==> config.mk <==
export PLATFORM = sky130hd
export DESIGN_NAME = serial_adder
export DESIGN_NICKNAME = d
export VERILOG_FILES = /design/src/rtl/serial_adder_pkg.sv /design/src/rtl/serial_adder_full_adder.sv /design/src/rtl/serial_adder.sv
export SDC_FILE = /design/constraint.sdc
export NUM_CORES = 1
export LEC_CHECK = 0
export CAP_MARGIN = 20
export CORE_MARGIN = 3
export CORE_UTILIZATION = 45
export CTS_CLUSTER_SIZE = 25
export DETAILED_ROUTE_END_ITERATION = 6
export PLACE_DENSITY = 0.78
export RECOVER_POWER = 50
export SLEW_MARGIN = 20
export SYNTH_ARGS = -nofsm -noshare
export SYNTH_HDL_FRONTEND = slang
export SYNTH_HIERARCHICAL = 1
export SYNTH_SLANG_ARGS = --single-unit
export TNS_END_PERCENT = 100
==> constraint.sdc <==
create_clock -name clk -period 2.71 [get_ports clk]
set_input_delay 0.542 -clock clk [delete_from_list [all_inputs] [get_ports clk]]
set_output_delay 0.542 -clock clk [all_outputs]
set_load 0.05 [all_outputs]
==> src/rtl/serial_adder_pkg.sv <==
`default_nettype none
// ============================================================================
// Module      : serial_adder_pkg
// Description : State encodings and counter sizing shared by the serial adder.
// Revision    : 1.0 - initial release
// ============================================================================
package serial_adder_pkg;

    localparam logic [1:0] c_ST_IDLE  = 2'd0;
    localparam logic [1:0] c_ST_SHIFT = 2'd1;
    localparam logic [1:0] c_ST_DONE  = 2'd2;

    // Bit counter only needs to reach WIDTH-1 before the FSM leaves SHIFT.
    function automatic int cnt_width(input int width);
        return (width < 2) ? 1 : $clog2(width);
    endfunction

endpackage
`default_nettype wire

==> src/rtl/serial_adder_full_adder.sv <==
`default_nettype none
// ============================================================================
// Module      : structuralFullAdder
// Description : Single-bit full adder built from two half-adder stages.
// Revision    : 1.0 - initial release
// ============================================================================
module structuralFullAdder (
    input  logic i_a,
    input  logic i_b,
    input  logic i_carryin,
    output logic o_sum,
    output logic o_carryout
);

    logic w_axb;
    logic w_ab;
    logic w_prop;

    assign w_axb      = i_a ^ i_b;
    assign w_ab       = i_a & i_b;
    assign w_prop     = w_axb & i_carryin;
    assign o_sum      = w_axb ^ i_carryin;
    assign o_carryout = w_ab | w_prop;

endmodule
`default_nettype wire

==> src/rtl/serial_adder.sv <==
`default_nettype none
// ============================================================================
// Module      : serial_adder
// Description : Bit-serial WIDTH-bit adder, LSB first, one full adder per clock.
// Revision    : 1.0 - initial release
// ============================================================================
module serial_adder
    import serial_adder_pkg::*;
#(
    parameter int WIDTH = 8
) (
    input  logic             clk,
    input  logic             reset,
    input  logic             start,
    input  logic [WIDTH-1:0] a,
    input  logic [WIDTH-1:0] b,
    input  logic             carryin,
    output logic             busy,
    output logic             done,
    output logic [WIDTH-1:0] sum,
    output logic             carryout,
    output logic             overflow
);

    localparam int               CNT_W  = cnt_width(WIDTH);
    localparam logic [CNT_W-1:0] c_LAST = CNT_W'(WIDTH - 1);
    localparam logic [CNT_W-1:0] c_ONE  = CNT_W'(1);

    logic [1:0]       r_state;
    logic [1:0]       w_next;
    logic [WIDTH-1:0] r_opa;
    logic [WIDTH-1:0] r_opb;
    logic [WIDTH-1:0] r_sreg;
    logic [WIDTH-1:0] r_sum;
    logic [CNT_W-1:0] r_cnt;
    logic             r_carry;
    logic             r_carry_msb;
    logic             r_carryout;
    logic             w_fa_sum;
    logic             w_fa_cout;
    logic             w_accept;
    logic             w_last;

    structuralFullAdder u_fa (
        .i_a        (r_opa[0]),
        .i_b        (r_opb[0]),
        .i_carryin  (r_carry),
        .o_sum      (w_fa_sum),
        .o_carryout (w_fa_cout)
    );

    // DONE accepts a new start just like IDLE so additions can run back to back.
    assign w_accept = start && ((r_state == c_ST_IDLE) || (r_state == c_ST_DONE));
    assign w_last   = (r_state == c_ST_SHIFT) && (r_cnt == c_LAST);

    always_ff @(posedge clk) begin
        if (reset) begin
            r_state <= c_ST_IDLE;
        end else begin
            r_state <= w_next;
        end
    end

    always_comb begin
        w_next = c_ST_IDLE;
        case (r_state)
            c_ST_IDLE:  w_next = start  ? c_ST_SHIFT : c_ST_IDLE;
            c_ST_SHIFT: w_next = w_last ? c_ST_DONE  : c_ST_SHIFT;
            c_ST_DONE:  w_next = start  ? c_ST_SHIFT : c_ST_IDLE;
            default:    w_next = c_ST_IDLE;
        endcase
    end

    always_comb begin
        busy = (r_state == c_ST_SHIFT);
        done = (r_state == c_ST_DONE);
    end

    always_ff @(posedge clk) begin
        if (reset) begin
            r_opa       <= '0;
            r_opb       <= '0;
            r_sreg      <= '0;
            r_sum       <= '0;
            r_cnt       <= '0;
            r_carry     <= 1'b0;
            r_carry_msb <= 1'b0;
            r_carryout  <= 1'b0;
        end else if (w_accept) begin
            r_opa   <= a;
            r_opb   <= b;
            r_carry <= carryin;
            r_cnt   <= '0;
        end else if (r_state == c_ST_SHIFT) begin
            r_sreg  <= {w_fa_sum, r_sreg[WIDTH-1:1]};
            r_opa   <= r_opa >> 1;
            r_opb   <= r_opb >> 1;
            r_carry <= w_fa_cout;
            r_cnt   <= r_cnt + c_ONE;
            // Published result only changes here, so it holds through DONE and IDLE.
            if (w_last) begin
                r_carry_msb <= r_carry;
                r_sum       <= {w_fa_sum, r_sreg[WIDTH-1:1]};
                r_carryout  <= w_fa_cout;
            end
        end
    end

    assign sum      = r_sum;
    assign carryout = r_carryout;
    assign overflow = r_carry_msb ^ r_carryout;

endmodule
`default_nettype wire

==> results.md, run 1 <==
* Status: complete, no violations
* Clk pin slew, worst setup/hold paths at approximately 110 ps
* Crit Path Class: reg -> out
* Syn Nets at 206
* TritonCTS buffer count at 5
* Register Area at 781 um2
* Slew @ Worst Pin at approximately 1200 ps
* Post-route insts no fill at 255
* Slew headroom at 0.227
* Clock Path Buffers at 2
* Pre-CTS setup slack at 801 ps
* Reg2reg path depth at 4
* First-pass GRT wire length at 5.24 mm
* Root Buffer: clkbuf_4
* Worst EP required at 2170 ps
* EDFF count, synth at 0
* Placed instance area at 0.00190 mm2
* Hold Path Depth at 2
* IO Pins at 32
* Via Count at about 1300
* Cell with the most instances after synthesis: dfxtp_1
* Detail Route Antenna Nets at 0
* R2R Path Start: r_state[1]
* # Max-Cap Violations at 0
* WHS at 462 ps
* Min-delay src: sum[7]
* Reg2reg setup slack at 710 ps
* H-tree depth at 2
* Drt wl/cell at 12.1 um
* CTS tree: yes
* Async SR Flop Fraction at 0
* Final worst slack at 479 ps
* CP peak stage delay at 790 ps
* Final hold violations at 0
* Hold EP: sum[7]
* CP cell instances: and2b_1, clkdlybuf4s50_1
* Worst reg2reg path endpoint: r_opa[6]
* Mapped Cells at between 150 and 200
* CTS Hold Bufs at 0
* RSZ-0062 raised after global routing: no
* Design area at about 0.0020 mm2
* Overall die width at 65.9 um
* DRC Markers at 0
* Area grow syn2layout at 22.6%
* Detailed Place HPWL at 1.99 mm
* Peak supply drop at 0.281 mV
* Worst setup SP type: flip-flop
* Cell variety after synth at 28
* #FFs+latches synth at 39
* Setup TNS after final layout at 0 ps
* Top-area cell type share of the netlist area at 0.484
* Clk Latency, worst-skew pair at 340 ps
* CP max stage cell: clkdlybuf4s50_1
* Clk_skew at 6.92 ps
* Nets at 231
* Gr usage total at 0.158
* Number of global-route vias before repair at 1197
* Largest net degree at the start of global routing at 40
* Clock sink total at 39
* Total gr overflow at 0
* Initial core utilization at 0.476
* Endpoint class of the critical path: output port
* Multi-input logic area at 703 um2
* Core Region at 0.00339 mm2
* Syn Std Cell Area at 0.00161 mm2
* Largest cells by area after synthesis: dfxtp_1, nand2_1, a21oi_1
* Layout cells sized above 1 at 0.0861
* Post-CTS setup buffers at 0
* CP Data Arrival Time at 1690 ps
* Endpoints failing setup at 0
* Mean Syn Cell Area at 8.82 um2
* Row count at 21
* Fmax at 448 MHz
* Cell family with the largest share of critical-path delay: buffers and inverters
* ANT cells at 0
* Detailed-route wire length at 3.09 mm
* Cts repair resizes at 0
* Port bufs at 31
* Critical path peak fanout at 5
* Final period utilization at 0.823
* DR vias/cell at slightly above 5
* Post-synthesis sequential area ratio at 0.484
* Routability congestion estimate at 0.763
* Die Area at 0.00434 mm2
* Number of buffers and inverters on the critical path at 1
* Pwr dens at 588 mW/mm2
* Iter 0 DRT Violations at 99
* FILL cells at between 300 and 400
* Hold Crit Class: reg -> reg
* First-pass detailed-route iteration total at 4
* Final Max Slew Viols at 0
* Placed Instances at approximately 250
* Cell taking the most area after synthesis: dfxtp_1
* Leakage power at 0.704 nW
* Most frequently used flop master after synthesis: dfxtp_1
* Die Y at 65.9 um
* Antenna violations before repair at 0
* Synth cell count leaders: dfxtp_1, nand2_1, a21oi_1
* Final min period at 2230 ps
* Synth warn at 6
* Crit path launch: r_state[0]
cell type report:
| class | count | share of cell area |
|---|---|---|
| timing repair buffer | 34 | 0.171 |
| multi-input combinational | 127 | 0.355 |
| clock inverter | 2 | 0.0177 |
| tap | 46 | 0.0291 |
| clock buffer | 6 | 0.0259 |
| inverter | 1 | 0.00569 |
| sequential | 39 | 0.395 |
per-layer routing:
layer | vias to the layer above | GRT usage | part of all wire
li1 | 684 | - | -
met1 | 594 | 0.199 | 0.50
met2 | 21 | 0.247 | 0.45
met3 | 4 | 0.0544 | 0.035
met4 | 0 | 0.0622 | 0.015
met5 | - | 0 | 0
per-stage QoR:
stage,util,power (mW)
4_1_cts,0.587,1.17
3_5_place_dp,0.561,0.778
5_1_grt,0.584,1.22
2_1_floorplan,-,0.738
3_3_place_gp,0.561,0.775
6_report,0.584,1.16
where the power goes:
| group | internal [mW] | switching (mW) | total, mW |
|---|---|---|---|
| combinational | 0.0663 | 0.0790 | 0.145 |
| clock | 0.218 | 0.183 | 0.401 |
| sequential | 0.600 | 0.0162 | 0.616 |
registers in the layout (all words and copies together), names as in the netlist:
register     flops
r_state          2
r_carry_msb      1
carryout         1
sum              8
r_sreg           7
r_opb            8
r_opa            8
r_cnt            3
r_carry          1
cells by family after synthesis:
group,synth area share
XOR/XNOR,0.0109
AND/OR/NAND/NOR,0.232
buffers and inverters,0.0767
AO/OA/AOI/OAI,0.150
adder cells (fa/ha/maj),0.0279
multiplexers,0.0186
flip-flops,0.484
worst max-delay path by stage:
stage | endpoint | slack [ps] | depth (start not counted)
floorplan | overflow | 710 | 1
global placement | r_opb[7] | 840 | 4
detailed placement | r_opb[7] | 800 | 4
CTS | done | 460 | 2
global route | done | 390 | 2
finish | done | 480 | 2
cell usage in the layout, fill, tap and decap left out, types with 2 or more instances in the layout:
master,n
dfxtp_1,39
nand2b_1,2
nand2_2,3
a311oi_1,6
ha_1,2
nor3_1,13
a311oi_2,2
and2b_1,2
nand2_1,38
a21oi_1,20
mux2i_1,3
buf_4,2
clkdlybuf4s50_1,29
nand3_1,13
clkbuf_4,5
a22oi_1,2
o22ai_1,5
nor2_1,10
worst min-delay path: stages (launching register included):
cell and delay, ps:
dfxtp_1 330, nand2_1 50, a21oi_1 50
No activity file was read; power rests on OpenSTA's default activity.
==> run 2, diff against run 1 <==
- clock period: 2.71 -> 2.2 ns (I/O delays scaled with it)
==> run 2 against run 1 <==
  * Flip-flop and latch count is the same
  * Hold slack lost 2.4 ps
  * Critical path depth is the same
  * Via count grew 1.1%
  * Final cell count grew 0.39%
  * Highest routed layer unchanged
  * First-iteration DRC count grew 13%
  * Clock power grew 2%
  * Non-clock buffer count grew 1
  * Register-to-register slack lost 60 ps
  * Sequential power grew 23%
  * Die area is the same
  * Clock skew grew 1.5 ps
==> results.md, run 2 (synthesized netlist as in run 1, its figures left out) <==
* Status: complete, no violations
* First-pass detailed-route iteration total at 4
* Port bufs at 31
* Final period utilization at 0.962
* Cts repair resizes at 0
* Post-CTS setup buffers at 0
* Clock sink total at 39
* Cell Int Power at 1.01 mW
* Hold Crit Class: reg -> reg
* Slew headroom at 0.640
* CTS Hold Bufs at 0
* WHS at 460 ps
* CP peak stage delay at 790 ps
* Worst setup SP type: flip-flop
* Clk pin slew, worst setup/hold paths at 100 ps
* Switching part of the total power at 0.250
* Row count at 21
* DR vias/cell at between 5 and 6
* Final Max Slew Viols at 0
* Sequential power share at 0.564
* Clock Path Buffers at 2
* IO Pins at 32
* CP cell instances: and2b_1, clkdlybuf4s50_1
* CTS tree: yes
* Total gr overflow at 0
* Iter 0 DRT Violations at 112
* Clk Latency, worst-skew pair at 340 ps
* Final min period at 2120 ps
* Pre-CTS setup slack at 407 ps
* Fmax at 472 MHz
* RSZ-0062 raised after global routing: no
* DRC Markers at 0
* Pwr dens at 683 mW/mm2
* ANT cells at 0
* Die Y at roughly 66 um
* Largest net degree at the start of global routing at 40
* Via Count at 1317
* Layout cells sized above 1 at 0.0905
* Design area at 0.00197 mm2
* Leakage power at roughly 0.70 nW
* Clk_skew at between 8 and 9 ps
* Critical path peak fanout at 5
* Most frequent cells in the layout: dfxtp_1, nand2_1, clkdlybuf4s50_1
* Number of global-route vias before repair at 1140
* Placed instance area at around 0.0019 mm2
* Final hold violations at 0
* First-pass GRT wire length at 5.05 mm
* Initial core utilization at 0.476
* Detail Route Antenna Nets at 0
* Core Region at between 0.003 and 0.004 mm2
* CP Data Arrival Time at 1680 ps
* Detailed Place HPWL at 1.92 mm
* TritonCTS buffer count at 5
* Die Area at about 0.0043 mm2
* Clk pwr share at 0.303
* FILL cells at approximately 320
* Area grow syn2layout at 22.0%
* Endpoints failing setup at 0
* H-tree depth at 2
* Final worst slack at 83.1 ps
* Setup TNS after final layout at 0 ps
* Peak supply drop at between 0.3 and 0.4 mV
* Nets at 232
* Worst EP required at 1760 ps
* CP max stage cell: clkdlybuf4s50_1
* Gr usage total at 0.150
* Drt wl/cell at 11.8 um
* Sw power at 336 uW
* Cell family with the largest share of critical-path delay: buffers and inverters
* Overall die width at between 60 and 70 um
* Endpoint class of the critical path: output port
* Detailed-route wire length at about 3.0 mm
* Root Buffer: clkbuf_4
* Antenna violations before repair at 0
* Finished Core Util at 0.581
* # Max-Cap Violations at 0
* Routability congestion estimate at 0.721
* Number of buffers and inverters on the critical path at 1
* Commonest non-fill, non-tap cell in the layout: dfxtp_1
* Slew @ Worst Pin at 541 ps
* Crit Path Class: reg -> out
* Combinational cell fraction of total power at 0.132
[run 2: changes by cell type in the layout (fill, tap and decap cells not counted)]
cell / before / now
clkbuf_8: 1 / 2
bufinv_16: 1 / 0
buf_4: 2 / 3
clkbuf_2: 0 / 1
clkinv_2: 1 / 0
[run 2: final timing paths]
path,endpoint,slack (ps),start,cells past startpoint
min reg2reg,sum[6],460,sum[6],2
min,sum[6],460,sum[6],2
max reg2reg,r_opa[6],650,r_state[1],4
max,done,80,r_state[0],2
[run 2: through the flow]
stage | total power, mW | instances
floorplan | 0.910 | 183
global placement | 0.954 | 248
global route | 1.41 | 256
finish | 1.35 | 256
detailed placement | 0.956 | 248
CTS | 1.36 | 256
[run 2: routing by layer]
layer | vias up | GRT usage | wire length [um]
li1 | 687 | - | -
met1 | 605 | 0.200 | 1460
met2 | 22 | 0.229 | 1410
met3 | 3 | 0.0374 | 113
met4 | 0 | 0.0622 | 25
met5 | - | 0 | 0
[run 2: cell type report]
cell class / count / area [um2] / area share
Sequential cell: 39 / 781 / 0.396
Multi-Input combinational cell: 127 / 703 / 0.357
Timing Repair Buffer: 35 / 348 / 0.177
Clock buffer: 8 / 68.8 / 0.0349
Tap cell: 46 / 57.6 / 0.0292
Inverter: 1 / 11.3 / 0.00572
[run 2: power groups by stage]
| stage | sequential, mW | clock, mW | combinational, mW |
|---|---|---|---|
| global route | 0.764 | 0.448 | 0.198 |
| finish | 0.759 | 0.408 | 0.178 |
| detailed placement | 0.775 | 0 | 0.181 |
| CTS | 0.759 | 0.416 | 0.181 |
| floorplan | 0.771 | 0 | 0.139 |
| global placement | 0.775 | 0 | 0.179 |
[run 2: tightest hold or removal path, delay by kind of cell, from the launching register on]
family / cells / cell delay (ps)
AO/OA/AOI/OAI: 1 / 50
flip-flops: 1 / 320
AND/OR/NAND/NOR: 1 / 50
